<file path="src/rtl/uart_pkg.sv">
// rtl/uart_pkg.sv - shared UART types and register bit indices
// Purpose: TX FSM state type, status/control bit positions used by the
//          register block, frame constants and the parity helper.
// Config : `UART_TX_PARITY_EN adds the PARITY state.
package uart_pkg;

  localparam int UART_FRAME_DATA_BITS = 8;

  // Status register bit positions
  localparam int STAT_RX_VALID = 0;
  localparam int STAT_RX_FULL  = 1;
  localparam int STAT_TX_EMPTY = 2;
  localparam int STAT_TX_FULL  = 3;
  localparam int STAT_INTR_EN  = 4;

  // Control register bit positions
  localparam int CTRL_RST_TX  = 0;
  localparam int CTRL_RST_RX  = 1;
  localparam int CTRL_EN_INTR = 4;

  typedef enum logic [2:0] {
    TX_IDLE   = 3'd0,
    TX_START  = 3'd1,
    TX_DATA   = 3'd2,
`ifdef UART_TX_PARITY_EN
    TX_PARITY = 3'd4,
`endif
    TX_STOP   = 3'd3
  } tx_state_t;

  function automatic logic even_parity(input logic [UART_FRAME_DATA_BITS-1:0] d);
    return ^d;
  endfunction

endpackage

</file>
<file path="src/rtl/uart_byte_fifo.sv">
// rtl/uart_byte_fifo.sv - generic synchronous FIFO with flush
// Purpose: byte queue shared by the TX and RX paths.
// Ports  : clk, rst (async, active-high); push_i/push_data_i write side;
//          pop_i read side with head_o always showing the oldest entry;
//          flush_i empties the queue; count_o occupancy; full_o.
module uart_byte_fifo #(
  parameter int DEPTH = 16,
  parameter int WIDTH = 8
) (
  input  logic                     clk,
  input  logic                     rst,
  input  logic                     push_i,
  input  logic [WIDTH-1:0]         push_data_i,
  input  logic                     pop_i,
  input  logic                     flush_i,
  output logic [WIDTH-1:0]         head_o,
  output logic [$clog2(DEPTH):0]   count_o,
  output logic                     full_o
);

  localparam int AW = $clog2(DEPTH);

  logic [WIDTH-1:0]  mem_q [DEPTH];
  logic [AW-1:0]     wr_ptr_q;
  logic [AW-1:0]     rd_ptr_q;
  logic [AW:0]       count_q;
  logic              do_push;
  logic              do_pop;

  assign full_o  = (count_q == (AW+1)'(DEPTH));
  assign do_push = push_i && !full_o;
  assign do_pop  = pop_i && (count_q != '0);
  assign head_o  = mem_q[rd_ptr_q];
  assign count_o = count_q;

  // Storage needs no reset; only pointers/count define validity.
  always_ff @(posedge clk) begin
    if (do_push && !flush_i) mem_q[wr_ptr_q] <= push_data_i;
  end

  // Pointers wrap for free because DEPTH is a power of two.
  // Flush has priority, so a same-cycle push is discarded.
  always_ff @(posedge clk or posedge rst) begin
    if (rst) begin
      wr_ptr_q <= '0;
      rd_ptr_q <= '0;
      count_q  <= '0;
    end else if (flush_i) begin
      wr_ptr_q <= '0;
      rd_ptr_q <= '0;
      count_q  <= '0;
    end else begin
      if (do_push) wr_ptr_q <= wr_ptr_q + 1'b1;
      if (do_pop)  rd_ptr_q <= rd_ptr_q + 1'b1;
      case ({do_push, do_pop})
        2'b10:   count_q <= count_q + 1'b1;
        2'b01:   count_q <= count_q - 1'b1;
        default: count_q <= count_q;
      endcase
    end
  end

endmodule

</file>
<file path="src/rtl/uart_tx_serializer.sv">
// rtl/uart_tx_serializer.sv - UART transmit FIFO, baud divider and shifter
// Purpose: queues bytes from the register block and sends 8N1 frames on txd.
// Config : `UART_TX_PARITY_EN inserts an even-parity bit (8E1 frames).
// Ports  : clk, rst (async, active-high); wr_valid/wr_data/wr_ready byte
//          input; tx_flush clears the queue; tx_empty/tx_full status;
//          txd serial line, idle high.
module uart_tx_serializer
  import uart_pkg::*;
#(
  parameter int CLK_DIV    = 16,
  parameter int FIFO_DEPTH = 16
) (
  input  logic       clk,
  input  logic       rst,
  input  logic       wr_valid,
  input  logic [7:0] wr_data,
  output logic       wr_ready,
  input  logic       tx_flush,
  output logic       tx_empty,
  output logic       tx_full,
  output logic       txd
);

  localparam int                BW        = $clog2(CLK_DIV);
  localparam logic [BW-1:0]     BAUD_LAST = BW'(CLK_DIV - 1);
  localparam logic [2:0]        BIT_LAST  = 3'(UART_FRAME_DATA_BITS - 1);

  tx_state_t                     state_q;
  logic [BW-1:0]                 baud_q;
  logic [2:0]                    bit_idx_q;
  logic [7:0]                    shift_q;
  logic                          txd_q;
`ifdef UART_TX_PARITY_EN
  logic                          parity_q;
`endif

  logic [7:0]                    fifo_head;
  logic [$clog2(FIFO_DEPTH):0]   fifo_count;
  logic                          fifo_full;
  logic                          fifo_has_data;
  logic                          baud_done;
  logic                          pop;

  uart_byte_fifo #(
    .DEPTH (FIFO_DEPTH),
    .WIDTH (8)
  ) u_fifo (
    .clk         (clk),
    .rst         (rst),
    .push_i      (wr_valid),
    .push_data_i (wr_data),
    .pop_i       (pop),
    .flush_i     (tx_flush),
    .head_o      (fifo_head),
    .count_o     (fifo_count),
    .full_o      (fifo_full)
  );

  assign fifo_has_data = (fifo_count != '0);
  assign baud_done     = (baud_q == BAUD_LAST);
  // Pop from IDLE, or at the end of a stop bit to chain frames without a gap.
  assign pop = fifo_has_data &&
               ((state_q == TX_IDLE) || ((state_q == TX_STOP) && baud_done));

  assign txd      = txd_q;
  assign wr_ready = !fifo_full;
  assign tx_full  = fifo_full;
  assign tx_empty = !fifo_has_data && (state_q == TX_IDLE);

  always_ff @(posedge clk or posedge rst) begin
    if (rst) begin
      state_q   <= TX_IDLE;
      baud_q    <= '0;
      bit_idx_q <= '0;
      shift_q   <= '0;
      txd_q     <= 1'b1;
`ifdef UART_TX_PARITY_EN
      parity_q  <= 1'b0;
`endif
    end else begin
      if (state_q == TX_IDLE) baud_q <= '0;
      else                    baud_q <= baud_done ? '0 : baud_q + 1'b1;

      case (state_q)
        TX_IDLE: begin
          if (pop) begin
            shift_q <= fifo_head;
`ifdef UART_TX_PARITY_EN
            parity_q <= even_parity(fifo_head);
`endif
            txd_q   <= 1'b0;
            state_q <= TX_START;
          end
        end
        TX_START: begin
          if (baud_done) begin
            bit_idx_q <= '0;
            txd_q     <= shift_q[0];
            state_q   <= TX_DATA;
          end
        end
        TX_DATA: begin
          if (baud_done) begin
            if (bit_idx_q == BIT_LAST) begin
`ifdef UART_TX_PARITY_EN
              txd_q   <= parity_q;
              state_q <= TX_PARITY;
`else
              txd_q   <= 1'b1;
              state_q <= TX_STOP;
`endif
            end else begin
              // txd is registered, so drive the bit that becomes shift[0] next.
              shift_q   <= shift_q >> 1;
              txd_q     <= shift_q[1];
              bit_idx_q <= bit_idx_q + 1'b1;
            end
          end
        end
`ifdef UART_TX_PARITY_EN
        TX_PARITY: begin
          if (baud_done) begin
            txd_q   <= 1'b1;
            state_q <= TX_STOP;
          end
        end
`endif
        TX_STOP: begin
          if (baud_done) begin
            if (pop) begin
              shift_q <= fifo_head;
`ifdef UART_TX_PARITY_EN
              parity_q <= even_parity(fifo_head);
`endif
              txd_q   <= 1'b0;
              state_q <= TX_START;
            end else begin
              txd_q   <= 1'b1;
              state_q <= TX_IDLE;
            end
          end
        end
        default: begin
          txd_q   <= 1'b1;
          state_q <= TX_IDLE;
        end
      endcase
    end
  end

endmodule

</file>
<file path="config.mk">
export PLATFORM = sky130hd
export DESIGN_NAME = uart_tx_serializer
export DESIGN_NICKNAME = d
export VERILOG_FILES = /design/src/rtl/uart_pkg.sv /design/src/rtl/uart_byte_fifo.sv /design/src/rtl/uart_tx_serializer.sv
export SDC_FILE = /design/constraint.sdc
export NUM_CORES = 1
export LEC_CHECK = 0
export BUFFER_PORTS_ARGS = -buffer_cell sky130_fd_sc_hd__buf_4
export CAP_MARGIN = 20
export CORE_MARGIN = 1.5
export CORE_UTILIZATION = 29
export DETAILED_ROUTE_END_ITERATION = 12
export GPL_TIMING_DRIVEN = 0
export PLACE_DENSITY = 0.43
export SLEW_MARGIN = 20
export SYNTH_ARGS = -nofsm -noshare
export SYNTH_HDL_FRONTEND = slang
export SYNTH_HIERARCHICAL = 1
export SYNTH_SLANG_ARGS = --single-unit
export TNS_END_PERCENT = 5
</file>
<file path="constraint.sdc">
create_clock -name clk -period 2.4 [get_ports clk]
set_input_delay 0.36 -clock clk [delete_from_list [all_inputs] [get_ports clk]]
set_output_delay 0.36 -clock clk [all_outputs]
set_load 0.05 [all_outputs]
</file>
==> results.py, run 1 <==
metrics = {
    "setup_path": {
        "rr_worst_depth": 4,
        "arrival_ns": 2.42,
        "critPathKind": "flop to flop",
        "path_max_fanout": 8,
        "end_kind": "flop",
        "cp.required_ns": 2.45,
        "critPathLaunchType": "flop",
    },
    "yosys": {
        "synth_edf_count": 128,
        "synth_nets": 436,
        "avgSynthCellArea_um2": 16.9,
        "synth.top_cell.area_share_pct": 55.6,
        "synth_area_leaders": "edfxtp_1, mux4_2, dfrtp_1, ha_1, nor2_1",
        "synth_seq_cells": 159,
        "ys.warnings.count": 6,
        "yosys.area.top_type": "edfxtp_1",
        "synthFlopType": "edfxtp_1",
        "synth.cell_area_um2": 6910,
        "ys_seq_area_share_pct": 66.8,
        "syn_inst": 409,
        "async_flop_share_pct": 19.5,
        "yosys.cell_types.count": 54,
    },
    "floorplan": {
        "ios": 16,
        "start_util_pct": 29.5,
        "row_count": 56,
        "die_area_um2": 24800,
        "die_h_um": 157,
        "design.core.area_um2": 23400,
        "die_w_um": 157,
    },
    "sta": {
        "maxSlewViolCount": 0,
        "fmax_ghz": 0.423,
        "finClkSkew_ns": 0.00768,
        "maxSlewHeadroom_pct": 41.3,
        "hold_viol_final": 0,
        "post-route-period-util_pct": 98.6,
        "setup_viol": 0,
        "worst_pin_slew_ns": 0.881,
        "fin_crit_ns": 2.37,
        "rsz0062_at_grt": "yes",
    },
    "global_route": {
        "grt-ovfl-total": 0,
        "grt_use_total_pct": 13.1,
        "grt_max_degree": 19,
        "first_global_vias": 3859,
        "grt_first_pass_wirelength_mm": 23.0,
        "grt_antenna_before_repair": 0,
    },
    "hold_path": {
        "holdCritPathClass": "primary input to flop",
        "holdPathStages": 1,
    },
    "finish": {
        "final_cells": 790,
        "nets": 487,
        "diodes": 0,
        "syn2layout_area_growth_pct": 22.3,
        "final_common_cell": "edfxtp_1",
        "drive_gt1_share_pct": 35.9,
        "final_cell_mix": "edfxtp_1, mux4_2, buf_4, dfrtp_1",
        "design_area_um2": 8450,
        "num-fill-cells": 2219,
    },
    "cts": {
        "cts.sinks": 159,
        "cts-buffers-inserted": 17,
        "clock_latency_ns": 0.43,
        "tritoncts": "done",
        "ctsLongestPathBuffers": 2,
        "cts.reportedPaths.clkPinSlew_ns": 0.07,
        "htree_levels": 4,
        "clockRootBuffer": "clkbuf_16",
    },
    "power_and_ir_drop": {
        "p_leak_nw": 2.81,
        "p_total_mw": 7.99,
        "peakVddDrop_mv": 0.402,
        "p_per_area_nw_per_um2": 946,
    },
    "detailed_routing": {
        "drc_errors": 0,
        "firstDrtPassIters": 4,
        "vias": 3674,
        "via_per_inst": 4.65,
        "drt_iter0_markers": 235,
        "drt_wl_total_mm": 14.9,
        "wl_per_cell_um": 18.9,
        "ant_nets": 0,
    },
    "flow_run": {
        "drv_cap": 0,
    },
    "run_status": {
        "status": "finished, final reports clean",
    },
    "placed_design": {
        "placed_area_um2": 7510,
        "globalplace.congestion": 0.758,
        "dpl.hpwl_mm": 10.1,
        "dp_cells": 746,
        "numPortBuffers": 13,
    },
}
-- final cells by class --
cell class	instances	area, um2	area share (%)
clock inverter	13	178	2.10
inverter	15	56.3	0.666
sequential	159	4630	54.7
clock buffer	17	425	5.03
tap	319	399	4.72
multi-input combinational	213	2360	27.9
buffer	19	124	1.47
timing repair buffer	35	282	3.33
-- report_power, final --
group          switching, mW  internal (mW)  total, mW
Clock                   1.15           1.65       2.80
Combinational          0.896          0.930       1.83
Sequential             0.198           3.17       3.37
-- final timing paths --
check                                               from  slack, ns                       endpoint
setup / recovery           u_fifo/count_o[3]$_DFFE_PP0P_       0.03   u_fifo/mem_q[6][0]$_DFFE_PP_
hold / removal                                wr_data[2]       0.24  u_fifo/mem_q[13][2]$_DFFE_PP_
setup reg to reg           u_fifo/count_o[3]$_DFFE_PP0P_       0.03   u_fifo/mem_q[6][0]$_DFFE_PP_
hold reg to reg                   shift_q[0]$_DFFE_PP0P_       0.50                txd$_DFFE_PP1P_
max in group asynchronous                            rst       1.28         state_q[0]$_DFFE_PP0P_
min in group asynchronous                            rst       0.55  u_fifo/count_o[1]$_DFFE_PP0P_
-- cell families after synthesis --
group | share of synthesized area [%]
adders and majority gates | 2.71
and+or+nand+nor | 7.31
AOI/OAI and AO/OA | 5.50
DFF | 66.8
muxes | 14.0
buffers and inverters | 2.35
xor gates and xnor gates | 1.27
-- synthesized netlist by cell type (3+ instances only) --
| library cell | number |
|---|---|
| a21o_1 | 3 |
| a21oi_1 | 8 |
| a22o_1 | 3 |
| a31oi_1 | 3 |
| buf_2 | 4 |
| clkbuf_1 | 13 |
| dfrtp_1 | 30 |
| edfxtp_1 | 128 |
| ha_1 | 15 |
| inv_1 | 15 |
| mux2i_1 | 3 |
| mux4_2 | 40 |
| nand2_1 | 17 |
| nand2b_1 | 3 |
| nand3_1 | 6 |
| nand4_1 | 3 |
| nor2_1 | 24 |
| nor2b_1 | 4 |
| nor3_1 | 12 |
| nor4_1 | 3 |
| o21a_1 | 4 |
| o21ai_0 | 9 |
| o221a_1 | 6 |
| or2_2 | 3 |
| or2b_1 | 6 |
| xnor2_1 | 5 |
| xor2_1 | 5 |
-- state kept, by name, indices dropped and copies added (netlist names) --
name	cells
u_fifo/mem_q	128
state_q	2
txd	1
u_fifo/count_o	5
shift_q	8
baud_q	4
u_fifo/wr_ptr_q	4
u_fifo/rd_ptr_q	4
bit_idx_q	3
-- through the flow --
step	hold WS, ns	TNS [ns]	worst slack, ns	utilization [%]
after global routing	0.243	-7.20	-0.147	36.1
after CTS	0.235	-0.121	-0.0398	35.4
after global placement	0.450	-55.64	-0.809	31.7
after detailed placement	0.462	-25.07	-0.461	32.1
final	0.242	0	0.0335	36.1
after floorplan	0.237	-0.0655	-0.0538	-
-- per-layer routing --
metal	vias up	GRT usage, %	part of all wire, %
li1	1702	-	-
met1	1898	16.0	43
met5	-	0	0
met3	16	3.52	4.1
met2	58	22.4	52
met4	0	4.27	1.5
-- critical path, cell delays in order (launching register included) --
cell and delay, ns:
dfrtp_1 0.56, nor4_2 0.13, and2_1 0.22, nand2b_1 0.35, nor3_2 0.73
-- what timing repair did --
item,in CTS,in global routing
gates cloned,0,0
resized for setup,36,22
setup buffers,4,12
pin swaps,7,9
endpoints found under the hold margin,13,0
hold buffers,1,0
endpoints found under the setup margin,82,109
Note: power is estimated with default switching activity, not from simulation.
==> inputs of run 2 (changes only) <==
--- a/config.mk
+++ b/config.mk
@@ -9,6 +9,7 @@
 export CAP_MARGIN = 20
 export CORE_MARGIN = 1.5
 export CORE_UTILIZATION = 29
+export CTS_BUF_LIST = sky130_fd_sc_hd__clkbuf_2
 export DETAILED_ROUTE_END_ITERATION = 12
 export GPL_TIMING_DRIVEN = 0
 export PLACE_DENSITY = 0.43
==> results.py, run 2 (synthesized netlist as in run 1, its figures left out) <==
metrics = {
    "placed_design": {
        "place_ws_ns": -0.461,
        "globalplace.congestion": 0.758,
        "dp_cells": 746,
        "placed_area_um2": 7510,
        "numPortBuffers": 13,
        "dpl.hpwl_mm": 10.1,
    },
    "sta": {
        "maxSlewHeadroom_pct": 41.0,
        "fin_crit_ns": 2.45,
        "hold_viol_final": 0,
        "finClkSkew_ns": 0.0259,
        "worst_pin_slew_ns": 0.885,
        "fmax_ghz": 0.409,
        "maxSlewViolCount": 0,
        "post-route-period-util_pct": 102,
        "setup_viol": 3,
        "timing.hold.ws_ns": 0.139,
        "rsz0062_at_grt": "yes",
        "fin_ws_ns": -0.0450,
    },
    "flow_run": {
        "drv_cap": 0,
    },
    "setup_path": {
        "end_kind": "flop",
        "arrival_ns": 3.07,
        "rr_worst_depth": 9,
        "rrSetupSlack_ns": -0.05,
        "path_max_fanout": 8,
        "critPathLaunchType": "flop",
        "cp.required_ns": 3.02,
        "critPathKind": "flop to flop",
        "r2r-end": "u_fifo/count_o[2]$_DFFE_PP0P_",
        "r2r_start": "u_fifo/count_o[0]$_DFFE_PP0P_",
    },
    "power_and_ir_drop": {
        "p_leak_nw": 2.76,
        "peakVddDrop_mv": 0.401,
        "p_per_area_nw_per_um2": 833,
        "p_total_mw": 6.91,
    },
    "global_route": {
        "grt_use_total_pct": 12.9,
        "first_global_vias": 3897,
        "grt_antenna_before_repair": 0,
        "grt-ovfl-total": 0,
        "grt_first_pass_wirelength_mm": 22.9,
        "grt_max_degree": 19,
        "met3_usage_pct": 3.58,
        "grt_use_met1_pct": 15.7,
        "grt-busiest-layer": "met2",
        "met2_usage_pct": 22.4,
    },
    "detailed_routing": {
        "drt_iter0_markers": 265,
        "vias": 3778,
        "firstDrtPassIters": 4,
        "drt_wl_total_mm": 14.9,
        "drc_errors": 0,
        "ant_nets": 0,
        "wl_per_cell_um": 18.5,
        "via_per_inst": 4.69,
    },
    "hold_path": {
        "holdPathStages": 2,
        "holdCritPathClass": "primary input to flop",
        "min_from": "tx_flush",
        "min_to": "u_fifo/count_o[3]$_DFFE_PP0P_",
    },
    "finish": {
        "diodes": 0,
        "final_cell_mix": "edfxtp_1, mux4_2, buf_4, dfrtp_1, clkbuf_2",
        "final_cells": 806,
        "top_register": "u_fifo/mem_q",
        "design_area_um2": 8290,
        "drive_gt1_share_pct": 36.6,
        "nets": 503,
        "largest_reg_flops": 128,
        "final_common_cell": "edfxtp_1",
        "num-fill-cells": 2256,
        "syn2layout_area_growth_pct": 19.9,
    },
    "floorplan": {
        "die_h_um": 157,
        "start_util_pct": 29.5,
        "ios": 16,
        "die_area_um2": 24800,
        "design.core.area_um2": 23400,
        "row_count": 56,
        "die_w_um": 157,
    },
    "cts": {
        "cts.sinks": 159,
        "ctsLongestPathBuffers": 2,
        "tritoncts": "done",
        "clockRootBuffer": "clkbuf_2",
        "cts-buffers-inserted": 17,
        "cts.reportedPaths.clkPinSlew_ns": 0.24,
        "htree_levels": 4,
        "clock_latency_ns": 0.69,
    },
    "run_status": {
        "status": "complete, but fails checks",
        "violations": "negative setup slack",
    },
}
## run 2: stage by stage
stage / setup TNS (ns) / utilization, %
2_1_floorplan: -0.0655 / -
3_3_place_gp: -55.64 / 31.7
3_5_place_dp: -25.07 / 32.1
4_1_cts: -0.857 / 34.2
5_1_grt: -1.02 / 35.4
6_report: -0.0944 / 35.4
## run 2: what timing repair did
item	4_1_cts	5_1_grt
gates cloned	0	0
hold buffers	10	0
pin swaps	2	13
endpoints found under the hold margin	159	0
setup endpoints to repair	94	78
gates resized for setup	33	37
setup buffers	3	19
## run 2: area by class of cell
class / count / area (um2) / area share, %
sequential: 159 / 4620 / 55.8
multi-input combinational: 213 / 2380 / 28.7
timing repair buffer: 50 / 428 / 5.16
tap: 319 / 399 / 4.81
clock inverter: 13 / 178 / 2.14
buffer: 20 / 140 / 1.69
clock buffer: 17 / 85.1 / 1.03
inverter: 15 / 56.3 / 0.679
## run 2: report_power, final
group	internal (mW)	total, mW	switching, mW
registers	3.16	3.34	0.175
logic	1.02	1.97	0.951
clock network	0.600	1.60	1.00
total	4.78	6.91	2.13
## run 2: worst max-delay path: stages, from the launching register on
cell,delay [ns]
dfrtp_2,0.54
buf_4,0.17
o41ai_2,0.48
o211ai_4,0.18
xnor2_2,0.17
ha_2,0.20
buf_4,0.14
o32ai_2,0.27
xnor2_1,0.15
nor2_1,0.05
## run 2: layer usage
metal	wire length, um	share of wire [%]	up-vias
met2	7880	53	49
met4	165	1.1	0
met1	6430	43	1982
met3	451	3.0	9
met5	0	0	-
li1	-	-	1738
## run 2: worst max path at each step
stage | start | to | slack, ns | cells after the start
floorplan | u_fifo/count_o[1]$_DFFE_PP0P_ | u_fifo/count_o[3]$_DFFE_PP0P_ | -0.05 | 9
global placement | wr_valid | u_fifo/mem_q[11][4]$_DFFE_PP_ | -0.81 | 4
detailed placement | state_q[0]$_DFFE_PP0P_ | u_fifo/count_o[4]$_DFFE_PP0P_ | -0.46 | 12
CTS | u_fifo/count_o[0]$_DFFE_PP0P_ | u_fifo/count_o[3]$_DFFE_PP0P_ | -0.19 | 8
global route | u_fifo/count_o[0]$_DFFE_PP0P_ | wr_ready | -0.19 | 4
finish | u_fifo/count_o[0]$_DFFE_PP0P_ | u_fifo/count_o[2]$_DFFE_PP0P_ | -0.05 | 9
==> inputs of run 3 (changes only) <==
--- a/config.mk
+++ b/config.mk
@@ -16,6 +16,5 @@
 export SLEW_MARGIN = 20
 export SYNTH_ARGS = -nofsm -noshare
 export SYNTH_HDL_FRONTEND = slang
-export SYNTH_HIERARCHICAL = 1
 export SYNTH_SLANG_ARGS = --single-unit
 export TNS_END_PERCENT = 5
==> results.py, run 3 <==
metrics = {
    "sta": {
        "worst_pin_slew_ns": 0.734,
        "post-route-period-util_pct": 106,
        "maxSlewViolCount": 0,
        "fmax_ghz": 0.393,
        "finClkSkew_ns": 0.0386,
        "setup_viol": 2,
        "hold_viol_final": 0,
        "fin_ws_ns": -0.147,
        "maxSlewHeadroom_pct": 50.9,
        "rsz0062_at_grt": "yes",
        "fin_crit_ns": 2.55,
    },
    "yosys": {
        "synth.cell_area_um2": 6720,
        "synth.top_cell.area_share_pct": 57.2,
        "synth_area_leaders": "edfxtp_1, dfrtp_1, mux4_2, ha_1, mux4_1",
        "ys.warnings.count": 0,
        "async_flop_share_pct": 19.5,
        "yosys.area.top_type": "edfxtp_1",
        "yosysMostFrequentCell": "edfxtp_1",
        "synth_seq_cells": 159,
        "avgSynthCellArea_um2": 17.2,
        "synth_edf_count": 128,
        "synthFlopType": "edfxtp_1",
        "ys_top_cells_by_count": "edfxtp_1, dfrtp_1, mux4_2",
        "yosys.cell_types.count": 53,
        "ys_seq_area_share_pct": 68.7,
        "syn_inst": 391,
        "synth_nets": 420,
    },
    "cts": {
        "htree_levels": 4,
        "ctsLongestPathBuffers": 2,
        "cts.reportedPaths.clkPinSlew_ns": 0.27,
        "cts.sinks": 159,
        "tritoncts": "done",
        "clock_latency_ns": 0.73,
        "cts-buffers-inserted": 17,
        "clockRootBuffer": "clkbuf_2",
    },
    "detailed_routing": {
        "vias": 3600,
        "drc_errors": 0,
        "firstDrtPassIters": 4,
        "ant_nets": 0,
        "via_per_inst": 4.88,
        "drt_wl_total_mm": 15.1,
        "drt_iter0_markers": 197,
        "wl_per_cell_um": 20.5,
    },
    "setup_path": {
        "path_max_fanout": 5,
        "cp-endpoint": "u_fifo.count_o[4]$_DFFE_PP0P_",
        "critPathLaunchType": "flop",
        "r2r_start": "u_fifo.count_o[1]$_DFFE_PP0P_",
        "critPathKind": "flop to flop",
        "arrival_ns": 3.23,
        "rrSetupSlack_ns": -0.15,
        "end_kind": "flop",
        "r2r-end": "u_fifo.count_o[4]$_DFFE_PP0P_",
        "critPathLaunch": "u_fifo.count_o[1]$_DFFE_PP0P_",
        "cp.required_ns": 3.08,
        "rr_worst_depth": 9,
    },
    "finish": {
        "final_cell_mix": "edfxtp_1, mux4_2, dfrtp_1, a21oi_1, nor2_1",
        "syn2layout_area_growth_pct": 13.4,
        "num-fill-cells": 2197,
        "top_register": "u_fifo.mem_q",
        "final_cells": 738,
        "drive_gt1_share_pct": 25.9,
        "nets": 469,
        "final_common_cell": "edfxtp_1",
        "largest_reg_flops": 128,
    },
    "placed_design": {
        "numPortBuffers": 14,
        "globalplace.congestion": 0.737,
        "dp_cells": 690,
        "dpl.hpwl_mm": 9.68,
        "place_ws_ns": -0.319,
    },
    "global_route": {
        "grt-ovfl-total": 0,
        "grt_max_degree": 32,
        "grt_antenna_before_repair": 1,
        "grt_first_pass_wirelength_mm": 22.9,
        "grt_use_total_pct": 13.2,
        "first_global_vias": 3708,
    },
    "floorplan": {
        "row_count": 55,
        "ios": 16,
        "start_util_pct": 29.6,
        "die_area_um2": 24100,
        "design.core.area_um2": 22700,
        "die_h_um": 155,
        "die_w_um": 155,
    },
    "run_status": {
        "violations": "negative setup slack",
        "status": "complete, but fails checks",
    },
    "hold_path": {
        "holdCritPathClass": "primary input to flop",
        "min_from": "tx_flush",
    },
    "power_and_ir_drop": {
        "p_leak_nw": 2.64,
        "peakVddDrop_mv": 0.346,
        "p_per_area_nw_per_um2": 904,
    },
    "flow_run": {
        "drv_cap": 0,
    },
}
==> run 3: worst max-delay path: stages (launching register included) <==
cell and delay (ns):
dfrtp_2 0.50, or4_4 0.58, o22ai_4 0.22, nor2_4 0.08, fa_2 0.37, a21o_1 0.18, a21oi_2 0.16, and3_1 0.19
nor3_1 0.05, nor3b_1 0.17
==> run 3: stage by stage <==
| step | hold slack [ns] | util [%] | TNS [ns] | cell area [um2] | power (mW) |
|---|---|---|---|---|---|
| 6_report | 0.210 | 33.6 | -0.178 | 7620 | 6.89 |
| 5_1_grt | 0.188 | 33.6 | -0.703 | 7620 | 7.30 |
| 4_1_cts | 0.162 | 33.1 | -0.842 | 7520 | 6.86 |
| 3_5_place_dp | 0.503 | 31.7 | -4.35 | 7200 | 5.46 |
| 3_3_place_gp | 0.491 | 31.7 | -5.00 | 7200 | 5.42 |
| 2_1_floorplan | 0.459 | - | -0.0952 | 6740 | 4.93 |
==> run 3: per-layer routing <==
metal	track usage (%)	part of all wire, %	vias to the layer above
met5	0	0	-
li1	-	-	1649
met3	3.09	2.5	5
met4	2.99	0.65	0
met2	22.3	50	47
met1	17.3	47	1899
==> run 3: what timing repair did <==
item                                    4_1_cts  5_1_grt
hold buffers                                 11        0
gates resized for setup                       6       22
endpoints found under the setup margin       44       45
buffers inserted                              0        6
hold endpoints to repair                    162        0
pin swaps                                     0        4
==> run 3: area by class of cell <==
cell class | instances | area, um2 | share of cell area (%)
flip-flops and latches | 159 | 4630 | 60.7
diodes | 1 | 2.50 | 0.0328
multi-input cells | 207 | 2030 | 26.7
repair buffers | 31 | 264 | 3.46
clock buffers | 17 | 85.1 | 1.12
plain buffers | 16 | 104 | 1.36
inverters | 8 | 30.0 | 0.394
clock inverters | 14 | 123 | 1.61
well taps | 285 | 357 | 4.68
==> run 3: worst min path at each step <==
stage	depth (start not counted)	endpoint	slack, ns
final	3	u_fifo.rd_ptr_q[0]$_DFFE_PP0P_	0.21
after global routing	3	u_fifo.rd_ptr_q[2]$_DFFE_PP0P_	0.19
after CTS	3	u_fifo.rd_ptr_q[0]$_DFFE_PP0P_	0.16
after detailed placement	2	txd$_DFFE_PP1P_	0.50
after global placement	1	baud_q[0]$_DFF_PP0_	0.49
after floorplan	1	baud_q[0]$_DFF_PP0_	0.46
==> run 3: power breakdown <==
group | total, mW | internal, mW | switching, mW
clock | 1.38 | 0.311 | 1.07
combinational | 2.14 | 0.987 | 1.15
sequential | 3.37 | 3.20 | 0.173
==> run 3: kinds of logic (layout without fill, tap and decap cells) <==
kind of cell	after synthesis	count (layout)	share of synthesized area, %
multiplexers	38	38	12.2
XOR/XNOR	10	10	1.41
flip-flops	159	159	68.7
buffers and inverters	25	86	1.86
AND/OR/NAND/NOR	78	78	6.22
other	0	1	0
adder cells (fa/ha/maj)	17	17	3.28
AO/OA/AOI/OAI	64	64	6.31
